==> config.mk <==
export PLATFORM = sky130hd
export DESIGN_NAME = conv_sequencer
export DESIGN_NICKNAME = d
export VERILOG_FILES = /design/src/rtl/conv_sequencer.sv
export SDC_FILE = /design/constraint.sdc
export NUM_CORES = 1
export LEC_CHECK = 0
export ABC_AREA = 0
export BUFFER_PORTS_ARGS = -buffer_cell sky130_fd_sc_hd__buf_4
export CAP_MARGIN = 20
export CORE_UTILIZATION = 50
export CTS_BUF_LIST = sky130_fd_sc_hd__clkbuf_16
export DETAILED_ROUTE_END_ITERATION = 12
export PLACE_DENSITY = 0.69
export SETUP_SLACK_MARGIN = 0.05
export SLEW_MARGIN = 20
export SYNTH_ARGS = -nofsm -noshare
export SYNTH_HDL_FRONTEND = slang
export SYNTH_SLANG_ARGS = --single-unit
==> constraint.sdc <==
create_clock -name clk -period 8.1 [get_ports clk]
set_input_delay 0.405 -clock clk [delete_from_list [all_inputs] [get_ports clk]]
set_output_delay 0.405 -clock clk [all_outputs]
set_load 0.02 [all_outputs]
==> src/rtl/conv_sequencer.sv <==
// Instruction sequencer for the convolution core: one start pulse steps the core
// through every kernel position (weight fill, kernel load, activation fill, execute, psum write).
module conv_sequencer #(
  parameter int          COL     = 8,
  parameter int          ROW     = 8,
  parameter int          LEN_NIJ = 36,
  parameter int          NIJ_SZ  = 6,
  parameter int          LEN_KIJ = 9,
  parameter int          GAP_CYC = 10,
  parameter logic [10:0] W_BASE  = 11'h400
) (
  input  logic        clk,
  input  logic        reset,
  input  logic        start,
  input  logic        abort,
  output logic [33:0] inst,
  output logic        mode,
  output logic        sel,
  output logic [3:0]  kij,
  output logic        busy,
  output logic        done
);

  localparam int CW = 16;
  localparam logic [CW-1:0] CNT_ZERO  = {CW{1'b0}};
  localparam logic [CW-1:0] CNT_ONE   = {{(CW-1){1'b0}}, 1'b1};
  localparam logic [CW-1:0] LAST_WL0  = CW'(COL - 1);
  localparam logic [CW-1:0] LAST_KLD  = CW'(ROW + COL - 1);
  localparam logic [CW-1:0] LAST_GAP  = CW'(GAP_CYC - 1);
  localparam logic [CW-1:0] LAST_NIJ  = CW'(LEN_NIJ - 1);
  localparam logic [CW-1:0] LAST_EXEC = CW'(LEN_NIJ + COL - 1);
  localparam logic [CW-1:0] COL_C     = CW'(COL);
  localparam logic [CW-1:0] NIJ_C     = CW'(LEN_NIJ);
  localparam logic [3:0]    KIJ_LAST  = 4'(LEN_KIJ - 1);
  localparam logic [10:0]   COL_A     = 11'(COL);
  localparam logic [10:0]   NIJ_SZ_A  = 11'(NIJ_SZ);
  localparam logic [33:0]   IDLE_INST = {1'b0, 1'b1, 1'b1, 11'd0, 1'b1, 1'b1, 11'd0, 7'd0};

  typedef enum logic [3:0] {
    S_IDLE, S_WL0, S_KLOAD, S_GAP, S_AL0, S_EXEC, S_OFRD, S_PWR, S_TAIL, S_DONE
  } state_t;

  state_t        state, state_seq, state_nxt;
  logic [CW-1:0] cnt, cnt_seq, cnt_nxt, last_cnt;
  logic [3:0]    kij_seq, kij_nxt;
  logic          at_end;

  logic          acc_n, cenp_n, wenp_n, cenx_n, wenx_n;
  logic [10:0]   ap_n, ax_n;
  logic          ofrd_n, l0rd_n, l0wr_n, ex_n, ld_n, done_n, busy_n;
  logic [33:0]   inst_n;

  // Final count value of the current state
  always_comb begin
    case (state)
      S_WL0:   last_cnt = LAST_WL0;
      S_KLOAD: last_cnt = LAST_KLD;
      S_GAP:   last_cnt = LAST_GAP;
      S_AL0:   last_cnt = LAST_NIJ;
      S_EXEC:  last_cnt = LAST_EXEC;
      S_PWR:   last_cnt = LAST_NIJ;
      S_TAIL:  last_cnt = CNT_ONE;
      default: last_cnt = CNT_ZERO;
    endcase
  end

  // Next state, state counter and kernel position; abort overrides everything
  always_comb begin
    state_seq = state;
    kij_seq   = kij;
    at_end    = (cnt == last_cnt);
    case (state)
      S_IDLE: begin
        kij_seq = 4'd0;
        if (start) state_seq = S_WL0;
        else       state_seq = S_IDLE;
      end
      S_WL0:   state_seq = at_end ? S_KLOAD : S_WL0;
      S_KLOAD: state_seq = at_end ? S_GAP   : S_KLOAD;
      S_GAP:   state_seq = at_end ? S_AL0   : S_GAP;
      S_AL0:   state_seq = at_end ? S_EXEC  : S_AL0;
      S_EXEC:  state_seq = at_end ? S_OFRD  : S_EXEC;
      S_OFRD:  state_seq = S_PWR;
      S_PWR:   state_seq = at_end ? S_TAIL  : S_PWR;
      S_TAIL: begin
        if (!at_end) begin
          state_seq = S_TAIL;
        end else if (kij == KIJ_LAST) begin
          state_seq = S_DONE;
        end else begin
          state_seq = S_WL0;
          kij_seq   = kij + 4'd1;
        end
      end
      S_DONE: begin
        state_seq = S_IDLE;
        kij_seq   = 4'd0;
      end
      default: begin
        state_seq = S_IDLE;
        kij_seq   = 4'd0;
      end
    endcase
    cnt_seq = (state_seq != state || state == S_IDLE) ? CNT_ZERO : cnt + CNT_ONE;

    state_nxt = abort ? S_IDLE   : state_seq;
    cnt_nxt   = abort ? CNT_ZERO : cnt_seq;
    kij_nxt   = abort ? 4'd0     : kij_seq;
  end

  // Output word for the upcoming cycle, decoded from the next state so outputs can be registered
  always_comb begin
    acc_n  = 1'b0;
    cenp_n = 1'b1;
    wenp_n = 1'b1;
    ap_n   = 11'd0;
    cenx_n = 1'b1;
    wenx_n = 1'b1;
    ax_n   = 11'd0;
    ofrd_n = 1'b0;
    l0rd_n = 1'b0;
    l0wr_n = 1'b0;
    ex_n   = 1'b0;
    ld_n   = 1'b0;
    done_n = 1'b0;
    case (state_nxt)
      S_WL0: begin
        cenx_n = 1'b0;
        l0wr_n = 1'b1;
        ax_n   = W_BASE + 11'(kij_nxt) * COL_A + 11'(cnt_nxt);
      end
      S_KLOAD: begin
        l0rd_n = 1'b1;
        ld_n   = (cnt_nxt < COL_C);
      end
      S_AL0: begin
        cenx_n = 1'b0;
        l0wr_n = 1'b1;
        ax_n   = 11'(cnt_nxt);
      end
      S_EXEC: begin
        l0rd_n = 1'b1;
        ex_n   = (cnt_nxt < NIJ_C);
      end
      S_OFRD: begin
        ofrd_n = 1'b1;
        acc_n  = (kij_nxt != 4'd0);
      end
      // Output pixel index shifted back by the kernel offset; wraps negative for early pixels
      S_PWR: begin
        ofrd_n = 1'b1;
        cenp_n = 1'b0;
        wenp_n = 1'b0;
        acc_n  = (kij_nxt != 4'd0);
        ap_n   = 11'(cnt_nxt) - 11'(kij_nxt % 4'd3) - 11'(kij_nxt / 4'd3) * NIJ_SZ_A;
      end
      S_TAIL:  acc_n  = (kij_nxt != 4'd0) && (cnt_nxt == CNT_ZERO);
      S_DONE:  done_n = 1'b1;
      default: done_n = 1'b0;
    endcase
    inst_n = {acc_n, cenp_n, wenp_n, ap_n, cenx_n, wenx_n, ax_n,
              ofrd_n, 1'b0, 1'b0, l0rd_n, l0wr_n, ex_n, ld_n};
    busy_n = (state_nxt != S_IDLE);
  end

  // State and registered outputs
  always_ff @(posedge clk or negedge reset) begin
    if (!reset) begin
      state <= S_IDLE;
      cnt   <= CNT_ZERO;
      kij   <= 4'd0;
      inst  <= IDLE_INST;
      mode  <= 1'b0;
      sel   <= 1'b0;
      busy  <= 1'b0;
      done  <= 1'b0;
    end else begin
      state <= state_nxt;
      cnt   <= cnt_nxt;
      kij   <= kij_nxt;
      inst  <= inst_n;
      mode  <= busy_n;
      sel   <= busy_n & kij_nxt[0];
      busy  <= busy_n;
      done  <= done_n;
    end
  end

endmodule

==> results of run 1 <==
[kinds of logic (layout without fill, tap and decap cells)]
kind of cell    count (synthesis)  after routing
buf+inv                        74            110
other cells                     2              3
flops                          57             57
fa+ha+maj                      35             35
mux                             5              5
simple gates                  173            173
compound gates                101            101
xor+xnor                       42             42
[flip-flops by register name (all words and copies together) (netlist names)]
register,count
cnt,16
kij,4
sel,1
busy,1
inst,30
done,1
state,4
[synthesized netlist by cell type (all sizes together) (5+ instances only)]
| cell | n |
|---|---|
| buf | 14 |
| o31ai | 6 |
| o21ai | 14 |
| nand2 | 26 |
| dfrtp | 55 |
| or3 | 9 |
| nand2b | 13 |
| and3 | 12 |
| inv | 46 |
| ha | 27 |
| nor2 | 50 |
| a21oi | 18 |
| and2 | 5 |
| o22ai | 9 |
| xnor2 | 30 |
| a22oi | 5 |
| xor2 | 12 |
| fa | 7 |
| clkbuf | 13 |
| nand3 | 15 |
| nor3 | 11 |
[worst min-delay path by stage]
stage,startpoint,endpoint,slack [ps],cells past startpoint
after global routing,reset,busy,200,1
after global placement,reset,busy,510,1
final,reset,busy,140,1
after CTS,reset,cnt[15],160,1
after floorplan,reset,busy,110,0
after detailed placement,reset,busy,510,1
[what timing repair did]
action / in CTS / in global routing
gates resized for setup: 0 / 5
endpoints found under the setup margin: 0 / 1
setup buffers: 0 / 1
[through the flow]
step | hold WS [ps] | utilization [%] | cells | total power [mW] | cell area, um2
2_1_floorplan | 109 | - | 490 | 0.583 | 4430
3_3_place_gp | 508 | 56.8 | 614 | 0.638 | 4760
3_5_place_dp | 515 | 56.8 | 614 | 0.643 | 4760
4_1_cts | 165 | 60.9 | 630 | 1.08 | 5110
5_1_grt | 201 | 61.2 | 631 | 1.13 | 5130
6_report | 136 | 61.2 | 631 | 1.09 | 5130
[metal layers]
layer,vias to the layer above,global-route usage [%]
li1,1780,-
met1,1774,34.5
met2,146,38.7
met3,23,4.34
met4,0,7.09
met5,-,0
[where the power goes]
group	internal, mW	switching (mW)	leakage [nW]	total [mW]
clock	0.300	0.137	0.162	0.437
combinational	0.112	0.202	1.45	0.314
sequential	0.306	0.0292	0.782	0.336
total	0.718	0.369	2.40	1.09
[final cells by class]
class | count | area (um2) | area share (%)
sequential | 57 | 1430 | 27.9
multi-input combinational | 359 | 2700 | 52.5
timing repair buffer | 47 | 353 | 6.87
clock inverter | 7 | 119 | 2.32
inverter | 47 | 176 | 3.44
clock buffer | 9 | 225 | 4.39
tap | 105 | 131 | 2.56
==> summary.txt, run 1 <==
Clock tree
  • Max clock buf depth: 2
  • Clk Latency, worst-skew pair: 330 ps
  • CTS H-tree depth: 3
  • CTS Sinks: 57
  • Hold-fix buffer count after cts: 0
  • CTS buffer count: 9
  • CTS tree: yes
  • Worst-path clk slew: 50 ps
  • CTS Root Cell: clkbuf_16

Synth
  • Register area share after synthesis: 32.3%
  • Synthesized area: 4430 um2
  • Synth async-reset ratio: 100%
  • Yosys warning total: 0
  • Post-Synth Adder-Cell Area: 11.0%
  • Xor/xnor cell area share of the yosys netlist: 8.30%
  • EDFF count, synth: 0
  • Mean Syn Cell Area: 9.06 um2
  • Synth Register Bits: 57
  • Largest cells by area after synthesis: dfrtp_1, ha_1, xnor2_1
  • Synth top area share: 31.1%
  • Largest family of logic cells by synthesized area: simple AND/OR/NAND/NOR gates
  • Cell taking the most area after synthesis: dfrtp_1
  • Post-synthesis mux area share: 1.36%
  • Synth Area in Compound Gates: 17.3%
  • Ys flop type: dfrtp_1
  • Simple-gate share of the synthesized area: 22.2%
  • Post-Synthesis Cells: 489
  • Netlist cell types: 89

STA
  • FMAX: 0.132 GHz
  • Relative slew slack: 51.7%
  • Crit share post-route: 93.4%
  • Max-slew violation count: 0
  • Crit path time final: 7570 ps
  • Post-route setup TNS: 0 ps
  • Fin Clk Skew: 6.05 ps
  • Hold Fails Final Rpt: 0
  • PnR worst setup slack: 532 ps
  • Final setup violation count: 0
  • RSZ-0062 raised after global routing: no
  • Slew @ Worst Pin: 724 ps

Cells and area
  • # diodes: 0
  • Share of layout cells above drive strength 1: 20.0%
  • Fill count: 695
  • Commonest cells after routing, fill and taps aside: dfrtp_1, nor2_1, buf_4, inv_1, xnor2_1
  • Final nets: 559
  • Commonest non-fill, non-tap cell in the layout: dfrtp_1
  • Syn-to-layout area delta: 15.8%

Run status
  • Status: completed

GRT
  • Largest net degree at the start of global routing: 58
  • First-pass GRT wire length: 17.1 mm
  • Initial antenna violation count: 0
  • Number of global-route vias before repair: 3460
  • GRT Util Overall: 24.6%
  • GRT overflow: 0

Worst hold path
  • Hold Path Class: input port to asynchronous set/reset pin

Die
  • Die area: 9240 um2
  • Die outline height: 96.1 um
  • Top Ports: 46
  • Starting Density: 52.9%
  • Row cnt: 33
  • Core Area: 8380 um2
  • Chip width: 96.1 um

Detailed routing
  • M1 WL: 4.85 mm
  • DR top layer: met4
  • Vias after detailed routing: 3723
  • Routed wl met3: 504 um
  • Mean routed wirelength per cell: 16.6 um
  • Final WL: 10.5 mm
  • Post-route DRC: 0
  • Iter 0 DRT Violations: 309
  • Met2 wire len: 4.96 mm
  • Via density: 5.90
  • First-pass DRT Iterations: 5
  • Final ANT Viol Nets: 0

Worst setup path
  • Required time of the critical path: 8300 ps
  • Startpoint Class: flop
  • Critical Path Most Common Cell: ha_1
  • Slowest cell on crit path: dfrtp_1
  • Setup crit start: state[1]
  • FF-to-FF path depth: 31
  • Worst-path fanout max: 21
  • Crit. End Element: flop
  • Crit path DAT: 7760 ps
  • Critical path class: flop to flop
  • Worst Setup EP: inst[30]
  • CP Depth: 31
  • Reg2Reg Launch Point: state[1]
  • Reg2reg end: inst[30]
  • CP peak stage delay: 600 ps
  • Top Family by Delay on Critical Path: compound AO/OA/AOI/OAI gates
  • Register-to-register setup slack: 530 ps
  • WP buf/inv: 3

Pwr
  • Pwr Density: 212 nW/um2
  • Peak supply drop: 0.112 mV
  • Leak Pwr: 2.40 nW

Place
  • Dpl ws: 401 ps
  • Hpwl dp: 7.81 mm
  • Port Buffer Count: 42
  • GPL Wtd Cong: 0.891

Flow run
  • Max_cap viols: 0
Note: power is estimated with default switching activity, not from simulation.
==> run 2: changes to the inputs <==
--- a/config.mk
+++ b/config.mk
@@ -6,11 +6,13 @@
 export NUM_CORES = 1
 export LEC_CHECK = 0
 export ABC_AREA = 0
+export ABC_CLOCK_PERIOD_IN_PS = 8100
 export BUFFER_PORTS_ARGS = -buffer_cell sky130_fd_sc_hd__buf_4
 export CAP_MARGIN = 20
 export CORE_UTILIZATION = 50
 export CTS_BUF_LIST = sky130_fd_sc_hd__clkbuf_16
 export DETAILED_ROUTE_END_ITERATION = 12
+export GPL_TIMING_DRIVEN = 0
 export PLACE_DENSITY = 0.69
 export SETUP_SLACK_MARGIN = 0.05
 export SLEW_MARGIN = 20
==> run 2 against run 1 <==
  * Combinational power up 15%
  * Non-clock buffer count grew 25
  * Via count up 0.40%
  * Setup slack worse by 76 ps
  * Clock-buffer cell count did not move
  * Wire length up 2.8%
  * Total power up 1.2%
  * Clock skew is 2.8 ps higher
  * Design area is 2.5% higher
  * Sequential cell count unchanged
  * Global-route usage increased by 0.78 points
  * Sequential power decreased by 6%
  * Largest cell class unchanged
==> summary.txt, run 2 (synthesis results as in run 1) <==
Clock tree
  • Hold-fix buffer count after cts: 0 (unchanged)
  • Clk Latency, worst-skew pair: 340 ps (about the same)
  • CTS tree: yes
  • CTS Root Cell: clkbuf_16
  • CTS H-tree depth: 3 (unchanged)
  • CTS buffer count: 9 (unchanged)
  • CTS Sinks: 57 (unchanged)
  • Worst-path clk slew: 60 ps (about the same)
  • Max clock buf depth: 2 (unchanged)

Worst setup path
  • Crit path DAT: 7860 ps (+100 ps)
  • Worst Setup EP: inst[30]
  • CP peak stage delay: 520 ps (-80 ps)
  • Register-to-register setup slack: 460 ps (-80 ps)
  • Startpoint Class: flop
  • Critical Path Most Common Cell: ha_1
  • Crit. End Element: flop
  • Setup crit start: cnt[1]
  • Required time of the critical path: 8320 ps (+20 ps)
  • Reg2reg end: inst[30]
  • Slowest cell on crit path: or4_1
  • Worst-path fanout max: 9 (-57%)
  • FF-to-FF path depth: 33 (+6.5%)
  • Critical path class: flop to flop
  • Reg2Reg Launch Point: cnt[1]

GRT
  • GRT overflow: 0 (unchanged)
  • Met1 Use GR: 34.7% (+0.16 points)
  • Number of global-route vias before repair: 3512 (+1.5%)
  • Initial antenna violation count: 0 (unchanged)
  • First-pass GRT wire length: 17.6 mm (+2.9%)
  • Largest net degree at the start of global routing: 58 (unchanged)
  • Met2 usage: 40.4% (+1.7 points)
  • Busiest layer in global routing: met2
  • Met3 GRT Util: 4.58% (+0.24 points)
  • GRT Util Overall: 25.4% (+0.78 points)

Cells and area
  • Max reg flops: 30 (unchanged)
  • Most flop-heavy register: inst
  • Commonest cells after routing, fill and taps aside: dfrtp_1, buf_4, nor2_1, inv_1, xnor2_1
  • # diodes: 0 (unchanged)
  • Share of layout cells above drive strength 1: 21.2% (+1.3 points)
  • Final nets: 584 (+4.5%)
  • Commonest non-fill, non-tap cell in the layout: dfrtp_1
  • Non-Filler Instances: 656 (+4.0%)
  • Post-route cell area: 5260 um2 (+2.5%)
  • Fill count: 714 (+2.7%)
  • Top Registers: inst (30), cnt (16)
  • Syn-to-layout area delta: 18.8%
  • Final core area utilization: 62.8% (+1.5 points)

STA
  • Crit path time final: 7640 ps (+76.1 ps)
  • FMAX: 0.131 GHz (-1.0%)
  • RSZ-0062 raised after global routing: no
  • Fin Clk Skew: 8.88 ps (+2.83 ps)
  • Hold Fails Final Rpt: 0 (unchanged)
  • Final setup violation count: 0 (unchanged)
  • Hold slack: 128 ps (-7.31 ps)
  • PnR worst setup slack: 456 ps (-76.1 ps)
  • Relative slew slack: 47.3% (-4.4 points)
  • Slew @ Worst Pin: 782 ps (+58.2 ps)
  • Max-slew violation count: 0 (unchanged)
  • Crit share post-route: 94.4% (+0.94 points)
  • Post-route setup TNS: 0 ps (unchanged)

Pwr
  • Total power: 1.10 mW (+1.2%)
  • Peak supply drop: 0.0959 mV (-14%)
  • Leak Pwr: 2.47 nW (+3.0%)
  • Pwr Density: 209 nW/um2 (-1.3%)

Place
  • Hpwl dp: 8.11 mm (+3.8%)
  • DP Cell Count: 637 (+3.7%)
  • GPL Wtd Cong: 0.831 (-6.7%)
  • Dpl ws: -178 ps (-579 ps)
  • Port Buffer Count: 42 (unchanged)
  • Placed cell area: 4880 um2 (+2.5%)

Die
  • Die outline height: 96.1 um (unchanged)
  • Chip width: 96.1 um (unchanged)
  • Top Ports: 46 (unchanged)
  • Core Area: 8380 um2 (unchanged)
  • Starting Density: 52.9% (unchanged)
  • Die area: 9240 um2 (unchanged)
  • Row cnt: 33 (unchanged)

Detailed routing
  • Via density: 5.70 (-3.4%)
  • Mean routed wirelength per cell: 16.4 um (-1.1%)
  • Post-route DRC: 0 (unchanged)
  • Final WL: 10.8 mm (+2.8%)
  • Iter 0 DRT Violations: 198 (-36%)
  • Final ANT Viol Nets: 0 (unchanged)
  • Vias after detailed routing: 3738 (+0.40%)
  • First-pass DRT Iterations: 4 (-1)

Worst hold path
  • Hold Path Class: input port to asynchronous set/reset pin

Flow run
  • Max_cap viols: 0 (unchanged)

Run status
  • Status: completed
-- run 2: layout make-up --
cell class                 count  area [um2]  area share [%]
tap                          105         131            2.50
sequential                    57        1430            27.2
clock inverter                 7         101            1.93
buffer                        26         145            2.76
multi-input combinational    359        2710            51.5
inverter                      47         176            3.35
clock buffer                   9         225            4.28
timing repair buffer          46         345            6.56
-- run 2: repair_timing --
item / in CTS / in global routing
gates resized for setup: 1 / 5
buffers inserted: 1 / 3
endpoints found under the setup margin: 1 / 3
pin swaps: 1 / 1
-- run 2: report_power, final --
part	leakage [nW]	switching [mW]	internal [mW]	total [mW]
combinational	1.53	0.227	0.134	0.361
sequential	0.785	0.0109	0.306	0.317
clock	0.153	0.150	0.272	0.422
total	2.47	0.388	0.712	1.10
-- run 2: worst min path at each step --
stage | startpoint | endpoint
after floorplan | reset | busy
after global placement | reset | state[3]
after detailed placement | reset | busy
after CTS | reset | cnt[6]
after global routing | reset | cnt[14]
final | reset | cnt[0]
-- run 2: worst max-delay path: cells and delay by family, from the launching register on --
kind / cells / cell delay, ps
xor+xnor: 2 / 350
buf+inv: 5 / 520
compound gates: 10 / 2280
flops: 1 / 410
fa+ha+maj: 7 / 2300
simple gates: 9 / 1670
-- run 2: per-layer routing --
metal  vias up  routed length [um]
met2        78                4890
li1       1828                   -
met4         0                 194
met1      1815                5190
met5         -                   0
met3        17                 484
==> run 3: changes to the inputs <==
--- a/config.mk
+++ b/config.mk
@@ -5,7 +5,7 @@
 export SDC_FILE = /design/constraint.sdc
 export NUM_CORES = 1
 export LEC_CHECK = 0
-export ABC_AREA = 0
+export ABC_AREA = 1
 export ABC_CLOCK_PERIOD_IN_PS = 8100
 export BUFFER_PORTS_ARGS = -buffer_cell sky130_fd_sc_hd__buf_4
 export CAP_MARGIN = 20
@@ -13,7 +13,7 @@
 export CTS_BUF_LIST = sky130_fd_sc_hd__clkbuf_16
 export DETAILED_ROUTE_END_ITERATION = 12
 export GPL_TIMING_DRIVEN = 0
-export PLACE_DENSITY = 0.69
+export PLACE_DENSITY = 0.7
 export SETUP_SLACK_MARGIN = 0.05
 export SLEW_MARGIN = 20
 export SYNTH_ARGS = -nofsm -noshare
==> run 3 against run 2 <==
  * First-iteration DRC count increased by 30%
  * Critical path type unchanged
  * Hold slack improved by 4.1 ps
  * Synthesized cell count increased by 18%
  * Wire length decreased by 5.8%
==> summary.txt, run 3 <==
STA
  • Fin Clk Skew: 6.35 ps (-2.54 ps)
  • Slew @ Worst Pin: 729 ps (-53.3 ps)
  • Relative slew slack: 51.4% (+4.1 points)
  • FMAX: 0.155 GHz (+19%)
  • Final setup violation count: 0 (unchanged)
  • Crit path time final: 6430 ps (-1210 ps)
  • Hold Fails Final Rpt: 0 (unchanged)
  • RSZ-0062 raised after global routing: no
  • Crit share post-route: 79.4% (-15 points)
  • Post-route setup TNS: 0 ps (unchanged)
  • Max-slew violation count: 0 (unchanged)

Place
  • Hpwl dp: 7.73 mm (-4.6%)
  • GPL Wtd Cong: 0.872 (+4.9%)
  • Port Buffer Count: 42 (unchanged)

Die
  • Die outline height: 94.0 um (-2.2%)
  • Top Ports: 46 (unchanged)
  • Row cnt: 33 (unchanged)
  • Chip width: 94.0 um (-2.2%)
  • Die area: 8840 um2 (-4.4%)
  • Core Area: 8220 um2 (-2.0%)
  • Starting Density: 51.5% (-1.4 points)

Synth
  • Post-synth top cells: nand2_1, inv_1, nor2_1, dfrtp_1, nand3_1
  • Register area share after synthesis: 33.8% (+1.5 points)
  • Cell taking the most area after synthesis: dfrtp_1
  • Mean Syn Cell Area: 7.32 um2 (-19%)
  • EDFF count, synth: 0 (unchanged)
  • Netlist cell types: 39 (-56%)
  • Most frequent cell after synthesis: nand2_1
  • Synthesized area: 4230 um2 (-4.5%)
  • Synth top area share: 32.5% (+1.5 points)
  • Post-Synthesis Cells: 578 (+18%)
  • Ys flop type: dfrtp_1
  • Yosys warning total: 0 (unchanged)
  • Largest cells by area after synthesis: dfrtp_1, nand2_1, inv_1
  • Synth async-reset ratio: 100% (unchanged)
  • Synth Register Bits: 57 (unchanged)

Clock tree
  • CTS tree: yes
  • Hold-fix buffer count after cts: 0 (unchanged)
  • CTS Root Cell: clkbuf_16
  • CTS buffer count: 9 (unchanged)
  • PostCTS Resize Cnt: 0 (-1)
  • CTS H-tree depth: 3 (unchanged)
  • Clk Latency, worst-skew pair: 330 ps (about the same)
  • CTS Sinks: 57 (unchanged)
  • Worst-path clk slew: 50 ps (about the same)
  • Setup bufs post-CTS: 0 (-1)
  • Max clock buf depth: 2 (unchanged)

Detailed routing
  • Final WL: 10.1 mm (-5.8%)
  • Final ANT Viol Nets: 0 (unchanged)
  • Mean routed wirelength per cell: 13.7 um (-17%)
  • Iter 0 DRT Violations: 257 (+30%)
  • Vias after detailed routing: 3838 (+2.7%)
  • Via density: 5.17 (-9.2%)
  • First-pass DRT Iterations: 5 (+1)
  • Post-route DRC: 0 (unchanged)

GRT
  • GRT Util Overall: 26.0% (+0.62 points)
  • GRT overflow: 0 (unchanged)
  • Initial antenna violation count: 0 (unchanged)
  • Busiest layer in global routing: met2
  • Met2 usage: 44.7% (+4.3 points)
  • Largest net degree at the start of global routing: 58 (unchanged)
  • Met1 Use GR: 32.4% (-2.3 points)
  • First-pass GRT wire length: 17.6 mm (about the same)
  • Met3 GRT Util: 4.05% (-0.54 points)
  • Number of global-route vias before repair: 3856 (+9.8%)

Cells and area
  • Max reg flops: 30 (unchanged)
  • Final core area utilization: 60.8% (-2.0 points)
  • Commonest non-fill, non-tap cell in the layout: nand2_1
  • Top Registers: inst (30), cnt (16)
  • Final nets: 670 (+15%)
  • Share of layout cells above drive strength 1: 15.7% (-5.5 points)
  • Most flop-heavy register: inst
  • Commonest cells after routing, fill and taps aside: nand2_1, inv_1, nor2_1, dfrtp_1, nand3_1
  • Syn-to-layout area delta: 18.0%
  • # diodes: 0 (unchanged)

Worst setup path
  • Crit path DAT: 6650 ps (-1210 ps)
  • Slowest cell on crit path: fa_1
  • Reg2Reg Launch Point: state[0]
  • Worst-path fanout max: 11 (+2)
  • Critical path class: flop to flop
  • Setup crit start: state[0]
  • Required time of the critical path: 8320 ps (about the same)
  • Critical Path Most Common Cell: nand2_1
  • Startpoint Class: flop
  • CP peak stage delay: 500 ps (-20 ps)
  • Crit. End Element: flop

Pwr
  • Leak Pwr: 2.87 nW (+16%)
  • Peak supply drop: 0.108 mV (+13%)
  • Pwr Density: 220 nW/um2 (+5.4%)

Flow run
  • Max_cap viols: 0 (unchanged)

Run status
  • Status: completed

Worst hold path
  • Hold Path Class: input port to asynchronous set/reset pin
==> run 3: cell types whose count changed in the layout (fill, tap and decap cells not counted), sizes merged, moves of 14 or more <==
cell,before,now
nand2,26,143
nor2,50,72
o21ai,14,28
inv,48,106
xnor2,30,5
nand3,15,51
==> run 3: power by group <==
group	total (mW)	internal [mW]	switching, mW
combinational	0.382	0.115	0.266
clock	0.400	0.266	0.134
sequential	0.318	0.306	0.0121
total	1.10	0.687	0.413
==> run 3: worst paths after layout <==
check                           end  slack, ps  depth (start not counted)
max                        inst[30]       1670                         36
min                        state[3]        130                          1
max reg2reg                inst[30]       1670                         36
min reg2reg                 cnt[15]        590                          3
max in group asynchronous   inst[9]       7480                          1
min in group clk                sel        320                          2
==> run 3: logic make-up after synthesis <==
logic type | synth area share, %
xor gates and xnor gates | 4.38
and+or+nand+nor | 31.5
AOI/OAI and AO/OA | 8.55
other | 0.177
DFF | 33.8
buffers and inverters | 10.3
adders and majority gates | 11.3
==> run 3: cell type report <==
class	count	area, um2
buffer	6	41.3
multi-input combinational	411	2370
tap	105	131
clock buffer	9	225
clock inverter	7	86.3
timing repair buffer	42	315
sequential	57	1430
fill	767	3220
inverter	105	394
==> run 3: worst max-delay path, delay by kind of cell (launching register included) <==
kind / cells / cell delay, ps
xor gates and xnor gates: 3 / 560
AOI/OAI and AO/OA: 1 / 140
buffers and inverters: 4 / 380
DFF: 1 / 410
and+or+nand+nor: 21 / 2650
adders and majority gates: 7 / 2170
==> run 3: stage by stage <==
step                      instance area [um2]  hold slack (ps)  worst slack, ps  power (mW)  std cells
final                                    4990              132             1670        1.10        742
after detailed placement                 4680              517             1730       0.704        726
after CTS                                4990              161             1670        1.11        742
after floorplan                          4240              109             2590       0.607        579
after global placement                   4680              511             1790       0.700        726
after global routing                     4990              200             1040        1.17        742
==> run 3: routing by layer <==
| metal | up-vias | share of wire [%] | wire [um] |
|---|---|---|---|
| li1 | 1941 | - | - |
| met1 | 1791 | 44 | 4490 |
| met2 | 89 | 49 | 5020 |
| met3 | 17 | 3.9 | 397 |
| met4 | 0 | 2.3 | 233 |
| met5 | - | 0 | 0 |
